<file path="src/rtl/mpi_tick_sequencer.sv">
// ---------------------------------------------------------------------------
// mpi_tick_sequencer
//
// Purpose
//   Drives one Metro-MPI partition top from a single start command. The DUT
//   is first clocked through RESET_TICKS work pulses while its reset is held.
//   Reset is then released and num_ticks run pulses are issued, each one
//   waiting for the partition's valid before the next. The sequence ends
//   with a finalize request held for FIN_CYCLES cycles, followed by done.
//
// Ports
//   clk_i         in   1       clock
//   rstn_i        in   1       asynchronous active-low reset
//   start_i       in   1       begin a sequence (sampled in IDLE/DONE only)
//   num_ticks_i   in   TICK_W  run ticks requested, captured on accepted start
//   abort_i       in   1       jump to finalize from RST/REL/ISSUE/WAIT
//   valid_i       in   1       partition valid: tick exchange complete
//   rank_i        in   32      partition rank
//   dut_rstn_o    out  1       active-low reset to the partition
//   mpi_work_o    out  1       one-cycle work pulse to the partition
//   finalize_o    out  1       finalize request to the partition
//   tick_count_o  out  TICK_W  run pulses issued since last start (saturating)
//   rank_o        out  32      rank captured on first valid after reset release
//   busy_o        out  1       high in every state except IDLE/DONE
//   done_o        out  1       high in DONE
//   err_o         out  1       sticky valid timeout, cleared on accepted start
// ---------------------------------------------------------------------------
module mpi_tick_sequencer #(
    parameter int RESET_TICKS = 5,
    parameter int PULSE_GAP   = 1,
    parameter int TICK_W      = 32,
    parameter int TIMEOUT     = 1024,
    parameter int FIN_CYCLES  = 2
) (
    input  logic              clk_i,
    input  logic              rstn_i,
    input  logic              start_i,
    input  logic [TICK_W-1:0] num_ticks_i,
    input  logic              abort_i,
    input  logic              valid_i,
    input  logic [31:0]       rank_i,
    output logic              dut_rstn_o,
    output logic              mpi_work_o,
    output logic              finalize_o,
    output logic [TICK_W-1:0] tick_count_o,
    output logic [31:0]       rank_o,
    output logic              busy_o,
    output logic              done_o,
    output logic              err_o
);

    // Counter widths. The wait timer has to reach both the minimum gap and
    // the timeout limit, so it is sized for whichever is larger.
    localparam int RST_W    = (RESET_TICKS > 1) ? $clog2(RESET_TICKS) : 1;
    localparam int GAP_W    = (PULSE_GAP > 0) ? $clog2(PULSE_GAP + 1) : 1;
    localparam int WAIT_MAX = (TIMEOUT > PULSE_GAP) ? TIMEOUT : PULSE_GAP;
    localparam int WAIT_W   = $clog2(WAIT_MAX + 1);
    localparam int FIN_W    = (FIN_CYCLES > 1) ? $clog2(FIN_CYCLES) : 1;

    typedef enum logic [2:0] {
        IDLE,
        RST,
        REL,
        ISSUE,
        WAIT,
        FIN,
        DONE
    } state_t;

    state_t              state;
    logic [TICK_W-1:0]   target;
    logic [RST_W-1:0]    rst_cnt;
    logic [GAP_W-1:0]    gap_cnt;
    logic [WAIT_W-1:0]   wait_cnt;
    logic [FIN_W-1:0]    fin_cnt;
    logic                rank_seen;

    // Single sequencing process. Every output is a register, so each
    // transition sets up the outputs that the next state must present in
    // its first cycle (e.g. the transition into RST already raises
    // mpi_work_o, giving one cycle from start to the first pulse).
    // Rank capture sits ahead of the state case so that an accepted start
    // in the same cycle overrides it and clears the captured rank.
    always_ff @(posedge clk_i or negedge rstn_i) begin
        if (!rstn_i) begin
            state        <= IDLE;
            dut_rstn_o   <= 1'b0;
            mpi_work_o   <= 1'b0;
            finalize_o   <= 1'b0;
            tick_count_o <= '0;
            rank_o       <= '0;
            busy_o       <= 1'b0;
            done_o       <= 1'b0;
            err_o        <= 1'b0;
            target       <= '0;
            rst_cnt      <= '0;
            gap_cnt      <= '0;
            wait_cnt     <= '0;
            fin_cnt      <= '0;
            rank_seen    <= 1'b0;
        end else begin
            // Only a valid from a partition that is out of reset carries a
            // meaningful rank.
            if (valid_i && dut_rstn_o && !rank_seen) begin
                rank_o    <= rank_i;
                rank_seen <= 1'b1;
            end

            case (state)
                IDLE, DONE: begin
                    if (start_i) begin
                        target       <= num_ticks_i;
                        tick_count_o <= '0;
                        err_o        <= 1'b0;
                        rank_o       <= '0;
                        rank_seen    <= 1'b0;
                        dut_rstn_o   <= 1'b0;
                        mpi_work_o   <= 1'b1;
                        busy_o       <= 1'b1;
                        done_o       <= 1'b0;
                        rst_cnt      <= '0;
                        gap_cnt      <= '0;
                        state        <= RST;
                    end
                end

                // Reset pulse train: gap_cnt==0 is the pulse cycle, the
                // following PULSE_GAP cycles are idle. Aborting here releases
                // reset so the partition sees finalize out of reset.
                RST: begin
                    if (abort_i) begin
                        dut_rstn_o <= 1'b1;
                        mpi_work_o <= 1'b0;
                        finalize_o <= 1'b1;
                        fin_cnt    <= '0;
                        state      <= FIN;
                    end else if (gap_cnt == GAP_W'(PULSE_GAP)) begin
                        if (rst_cnt == RST_W'(RESET_TICKS - 1)) begin
                            dut_rstn_o <= 1'b1;
                            mpi_work_o <= 1'b0;
                            state      <= REL;
                        end else begin
                            rst_cnt    <= rst_cnt + 1'b1;
                            gap_cnt    <= '0;
                            mpi_work_o <= 1'b1;
                        end
                    end else begin
                        gap_cnt    <= gap_cnt + 1'b1;
                        mpi_work_o <= 1'b0;
                    end
                end

                // One settle cycle with reset released.
                REL: begin
                    if (!abort_i && target != '0) begin
                        mpi_work_o <= 1'b1;
                        state      <= ISSUE;
                    end else begin
                        finalize_o <= 1'b1;
                        fin_cnt    <= '0;
                        state      <= FIN;
                    end
                end

                // The pulse goes out during this cycle regardless of abort,
                // so it is always counted.
                ISSUE: begin
                    mpi_work_o <= 1'b0;
                    wait_cnt   <= '0;
                    if (tick_count_o != '1) begin
                        tick_count_o <= tick_count_o + 1'b1;
                    end
                    if (abort_i) begin
                        finalize_o <= 1'b1;
                        fin_cnt    <= '0;
                        state      <= FIN;
                    end else begin
                        state <= WAIT;
                    end
                end

                // valid_i is ignored for the first PULSE_GAP cycles. After
                // that a valid outranks a timeout landing on the same cycle,
                // and abort outranks both.
                WAIT: begin
                    if (abort_i) begin
                        finalize_o <= 1'b1;
                        fin_cnt    <= '0;
                        state      <= FIN;
                    end else if (valid_i && wait_cnt >= WAIT_W'(PULSE_GAP)) begin
                        if (tick_count_o == target) begin
                            finalize_o <= 1'b1;
                            fin_cnt    <= '0;
                            state      <= FIN;
                        end else begin
                            mpi_work_o <= 1'b1;
                            state      <= ISSUE;
                        end
                    end else if (wait_cnt == WAIT_W'(TIMEOUT - 1)) begin
                        err_o      <= 1'b1;
                        finalize_o <= 1'b1;
                        fin_cnt    <= '0;
                        state      <= FIN;
                    end else begin
                        wait_cnt <= wait_cnt + 1'b1;
                    end
                end

                FIN: begin
                    mpi_work_o <= 1'b0;
                    if (fin_cnt == FIN_W'(FIN_CYCLES - 1)) begin
                        finalize_o <= 1'b0;
                        done_o     <= 1'b1;
                        busy_o     <= 1'b0;
                        state      <= DONE;
                    end else begin
                        fin_cnt <= fin_cnt + 1'b1;
                    end
                end

                default: begin
                    state <= IDLE;
                end
            endcase
        end
    end

endmodule

</file>
<file path="config.mk">
export PLATFORM = sky130hd
export DESIGN_NAME = mpi_tick_sequencer
export DESIGN_NICKNAME = d
export VERILOG_FILES = /design/src/rtl/mpi_tick_sequencer.sv
export SDC_FILE = /design/constraint.sdc
export NUM_CORES = 1
export LEC_CHECK = 0
export CORE_UTILIZATION = 40
export DETAILED_ROUTE_END_ITERATION = 10
export GPL_ROUTABILITY_DRIVEN = 1
export MAX_ROUTING_LAYER = met4
export PLACE_DENSITY_LB_ADDON = 0.2
export SLEW_MARGIN = 5
export SYNTH_ARGS = -nofsm -noshare
export SYNTH_HDL_FRONTEND = slang
export SYNTH_SLANG_ARGS = --single-unit
</file>
<file path="constraint.sdc">
create_clock -name clk_i -period 4.35 [get_ports clk_i]
set_clock_uncertainty 0.2 [all_clocks]
set_input_delay 0.87 -clock clk_i [delete_from_list [all_inputs] [get_ports clk_i]]
set_output_delay 0.87 -clock clk_i [all_outputs]
set_load 0.005 [all_outputs]
</file>
Word level (Yosys, flattened, before mapping)
Cells that the tools add are included.
- register bits: 122
- input bits: 69
- word-level logic and storage cells: 150
- $add $sub $neg: 5
- magnitude comparators: 1
- eq/ne operators: 29
- mux-type cells: 70
- reduce and logical (&&, ||, !) cells: 30
- operators by type and width (operator ; number):
    32-bit 2-to-1 mux ; 5
    32-bit case mux with 2 select lines ; 1
    3-bit 2-to-1 mux ; 14
    1-bit 2-to-1 mux ; 36
    11-bit 2-to-1 mux ; 3
    32-bit by 1-bit adder with 32-bit output, second input constant ; 1
    32-bit equality test ; 1
    32-bit inequality test, second input constant ; 1
    32-bit nonzero test ; 1
    2-bit inequality test, second input constant ; 14
    11-bit case mux with 2 select lines ; 1
    5-bit AND reduction ; 4
    3-bit case mux with 6 select lines ; 1
    3-bit equality test, second input constant ; 4
    6-bit AND reduction ; 2
    11-bit by 1-bit adder with 11-bit output, second input constant ; 1
    11-bit by 10-bit equality test with 1-bit output, second input constant ; 1
    11-bit by 1-bit >= comparator with 1-bit output, second input constant ; 1
    1-bit case mux with 2 select lines ; 5
    2-bit nonzero test ; 5
    3-bit AND reduction ; 3
    4-bit inequality test, second input constant ; 2
    1-bit case mux with 4 select lines ; 2
    4-bit AND reduction ; 2
    other kinds (15) ; 24

Depth between registers and ports, before layout
- depth in word-level cells: 5
- gate-level depth with buffers: 9
- gate-level depth less buffers: 8

Least setup slack after synthesis
No wires, ideal clock.
- path kind: input-to-reg
- start point: input start_i
- end point: register tick_count_o[15]
- setup time: 0.078 ns
- arrival time: 2.348 ns
- slack: 1.724 ns
- stages on the path: 7
- cells stage by stage: or3b_4 -> a21oi_4 -> nor2_1 -> or2_1 -> buf_6 -> or3_1 -> a21oi_1
- cells in the longest elaborated chain, start to end: 2
- ends and longest elaborated chain (what ; RTL line ; source):
    start, declared ; 37 ; input logic start_i,
    2-bit inequality test (no source line) ; - ;
    3-bit AND reduction (no source line) ; - ;
    end signal, assigned ; 171 ; tick_count_o <= tick_count_o + 1'b1;
    end, declared ; 45 ; output logic [TICK_W-1:0] tick_count_o,
No other way between the ends.
A chain may end at the register's enable or synchronous reset.

Final worst setup path
- start point: input start_i
- end point: register tick_count_o[13]
Same word-level chain as after synthesis.

==> summary.txt <==
Timing
  • Fmax: 328 MHz
  • Slew HR: 39.0%
  • Post-route minimum period: 3050 ps
  • Final setup vio count: 0
  • Final WS setup: 1300 ps
  • RSZ-0062 raised after global routing: false
  • Tcrit/Tclk final: 70.1%
  • Worst-margin pin slew: 915 ps
  • TNS Setup: 0 ps
  • Fin. Hold Viols: 0
  • Final Max Tran Viols: 0

Global routing
  • Largest net degree at the start of global routing: 66
  • First-pass GRT wire length: 27000 um
  • GRT Total Usage: 22.5%
  • Total grt overflow: 0
  • Initial antenna violation count: 0
  • Vias in the first global route: 5266

Floorplan
  • IO Count: 139
  • Die width: 126 um
  • Core region area: 0.0151 mm^2
  • Total die area: 0.0159 mm^2
  • Die height: 126 um
  • Initial core utilization: 40.7%
  • FP Rows: 45

Yosys
  • Syn Area/Cell: 8.84 um^2
  • Seq/Total Area, Yosys: 49.5%
  • Largest area contributor in the netlist: dfrtp_1
  • Synthesized instance count: 697
  • Syn Nets: 771
  • #FFs+latches synth: 122
  • Synth cell types: 56
  • Yosys warnings: 0
  • Synth Cell Area: 0.00616 mm^2
  • Async set-reset flop share out of synthesis: 100%
  • Ranking of synthesized cells by area: dfrtp_1, nand2_1, xor2_1, a21oi_1, xnor2_1
  • Synth Flop Type: dfrtp_1
  • EDFF count, synth: 0
  • Synth top area share: 49.5%

Placed design
  • Dpl ws: 886 ps
  • DP Wirelength: 11700 um
  • RePlAce Congestion: 0.908
  • PortBufs: 138
  • Placed Cells: 995

CTS
  • Worst skew pair latency: 420 ps
  • Max clock buf depth: 2
  • Worst-path clk slew: 50 ps
  • Post-CTS Setup Bufs: 0
  • Cts hold-fix bufs: 0
  • CTS H-tree depth: 4
  • Num CTS Buffers: 17
  • CTS tree: built
  • Clock sink count: 122
  • Root Buffer: clkbuf_16
  • Post-CTS Resized: 0

Final layout
  • Share of layout cells above drive strength 1: 6.67%
  • Fill count: 1322
  • Nets: 900
  • Footprint of the multi-input gates: 0.00293 mm^2
  • Syn-to-layout area delta: 34.4%
  • Non-Filler Instances: 1027
  • Reg area: 0.00305 mm^2
  • ANT cells: 0

Pwr
  • Cell leakage power: 3.66 nW
  • Power density cells: 577 mW/mm^2
  • Max VDD drop: 0.275 mV

Setup path
  • Buffers & Inverters on Critical Path: 1
  • Critical path launch point type: primary input
  • Worst Setup SP: start_i
  • CP required: 4490 ps
  • Critical Setup Path Class: in -> reg
  • Crit-path slowest cell: clkdlybuf4s50_1
  • Setup crit end kind: flop
  • Crit path DAT: 3190 ps
  • Critical path's largest stage delay: 540 ps
  • Worst r2r src: state[0]
  • CP Cell Sequence: clkdlybuf4s50_1 > or3b_4 > a21oi_4 > nor2_1 > or2_1 > or3_1 > a21oi_1
  • CP top delay family: simple AND/OR/NAND/NOR gates
  • CP max FO: 13

Routing
  • Routed Antenna Nets: 0
  • Via-to-Cell Ratio: 5.20
  • Post-route DRC: 2
  • Final WL: 16300 um
  • First DRT Iteration DRCs: 284
  • Drt first pass iters: 8
  • Routed length per instance: 15.9 um
  • Routed via count: 5337

Run
  • Max_cap viols: 0

Run status
  • Failing checks: DRC
  • Status: finished, violations left

Worst hold path
  • Min-Delay Startpoint: done_o
  • Min-Delay Path Class: reg -> reg
power breakdown:
group	internal, mW	total (mW)	leakage [nW]	switching (mW)
clock network	0.852	1.36	0.276	0.510
logic	0.761	1.56	1.78	0.803
registers	1.49	1.86	1.60	0.368
total	3.10	4.78	3.66	1.68
cell families after synthesis:
group / Yosys count / synth area share (%)
flip-flops: 122 / 49.5
multiplexers: 2 / 0.325
adder cells (fa/ha/maj): 5 / 1.01
AO/OA/AOI/OAI: 92 / 9.19
buffers and inverters: 47 / 3.31
AND/OR/NAND/NOR: 367 / 27.8
XOR/XNOR: 62 / 8.81
registers in the layout, indices dropped and copies added (netlist names):
name          flops
rst_cnt           3
rank_o           32
err_o             1
gap_cnt           1
dut_rstn_o        1
tick_count_o     32
finalize_o        1
wait_cnt         11
rank_seen         1
target           32
busy_o            1
mpi_work_o        1
fin_cnt           1
state             3
done_o            1
final timing paths:
check	endpoint	slack [ps]	cells past startpoint
min in group asynchronous	rank_o[30]	330	1
setup reg to reg	state[1]	1310	6
max in group asynchronous	tick_count_o[20]	2770	2
hold / removal	done_o	310	2
hold reg to reg	done_o	310	2
setup / recovery	tick_count_o[13]	1300	7
layout by cell type, fill, tap and decap left out, types with 3 or more instances in the layout:
cell type	instances
nor3_1	18
and2_1	3
and4_1	4
xor2_1	38
o31ai_1	3
dfrtp_1	122
o21ai_1	10
nor2_1	46
nand4_1	11
ha_1	5
o21ai_0	13
clkdlybuf4s50_1	137
xnor2_1	24
nand2_1	193
or3_1	12
clkinv_2	5
nor4_1	24
clkbuf_16	17
a21oi_1	44
and3_1	6
nor3_2	4
clkinvlp_4	3
buf_4	5
inv_1	12
or4_1	4
nand3_1	24
a21o_1	3
routing by layer:
layer	share of wire (%)	vias to the layer above	global-route usage, %	routed length, um
met1	46	2505	29.0	7500
met3	6.3	25	5.90	1030
met4	2.2	0	8.22	363
li1	-	2627	-	-
met2	45	180	34.0	7390
met5	0	-	-	0
synth_stat cells (3+ instances only):
master / number
a21o_1: 3
a21oi_1: 45
and2_1: 3
and3_1: 6
and4_1: 4
buf_2: 4
buf_6: 3
clkbuf_1: 26
dfrtp_1: 122
ha_1: 5
inv_1: 12
nand2_1: 193
nand3_1: 24
nand4_1: 11
nor2_1: 47
nor3_1: 18
nor3_2: 4
nor4_1: 24
o21ai_0: 14
o21ai_1: 10
o31ai_1: 3
or3_1: 12
or4_1: 4
xnor2_1: 24
xor2_1: 38
stage by stage:
step / power [mW] / hold WS [ps] / util (%) / cell area [um^2]
final: 4.78 / 313 / 54.7 / 8280
after global routing: 5.11 / 327 / 54.7 / 8280
after CTS: 4.82 / 322 / 54.7 / 8280
after detailed placement: 3.44 / 295 / 50.9 / 7710
after global placement: 3.39 / 303 / 50.9 / 7710
after floorplan: 2.73 / 277 / - / 6160
layout make-up:
type,count,share of cell area (%)
multi-input cells,528,35.3
repair buffers,144,17.5
flip-flops and latches,122,36.9
clock buffers,20,5.39
inverters,13,0.589
well taps,188,2.84
clock inverters,12,1.51
worst reg2reg max path, cell delays in order, from the launching register on:
cell and delay, ps:
dfrtp_1 590, and3b_1 480, or3_1 450, o211ai_2 640, nand4_2 260, o21ai_1 190, o31ai_1 80
No activity file was read; power rests on OpenSTA's default activity.
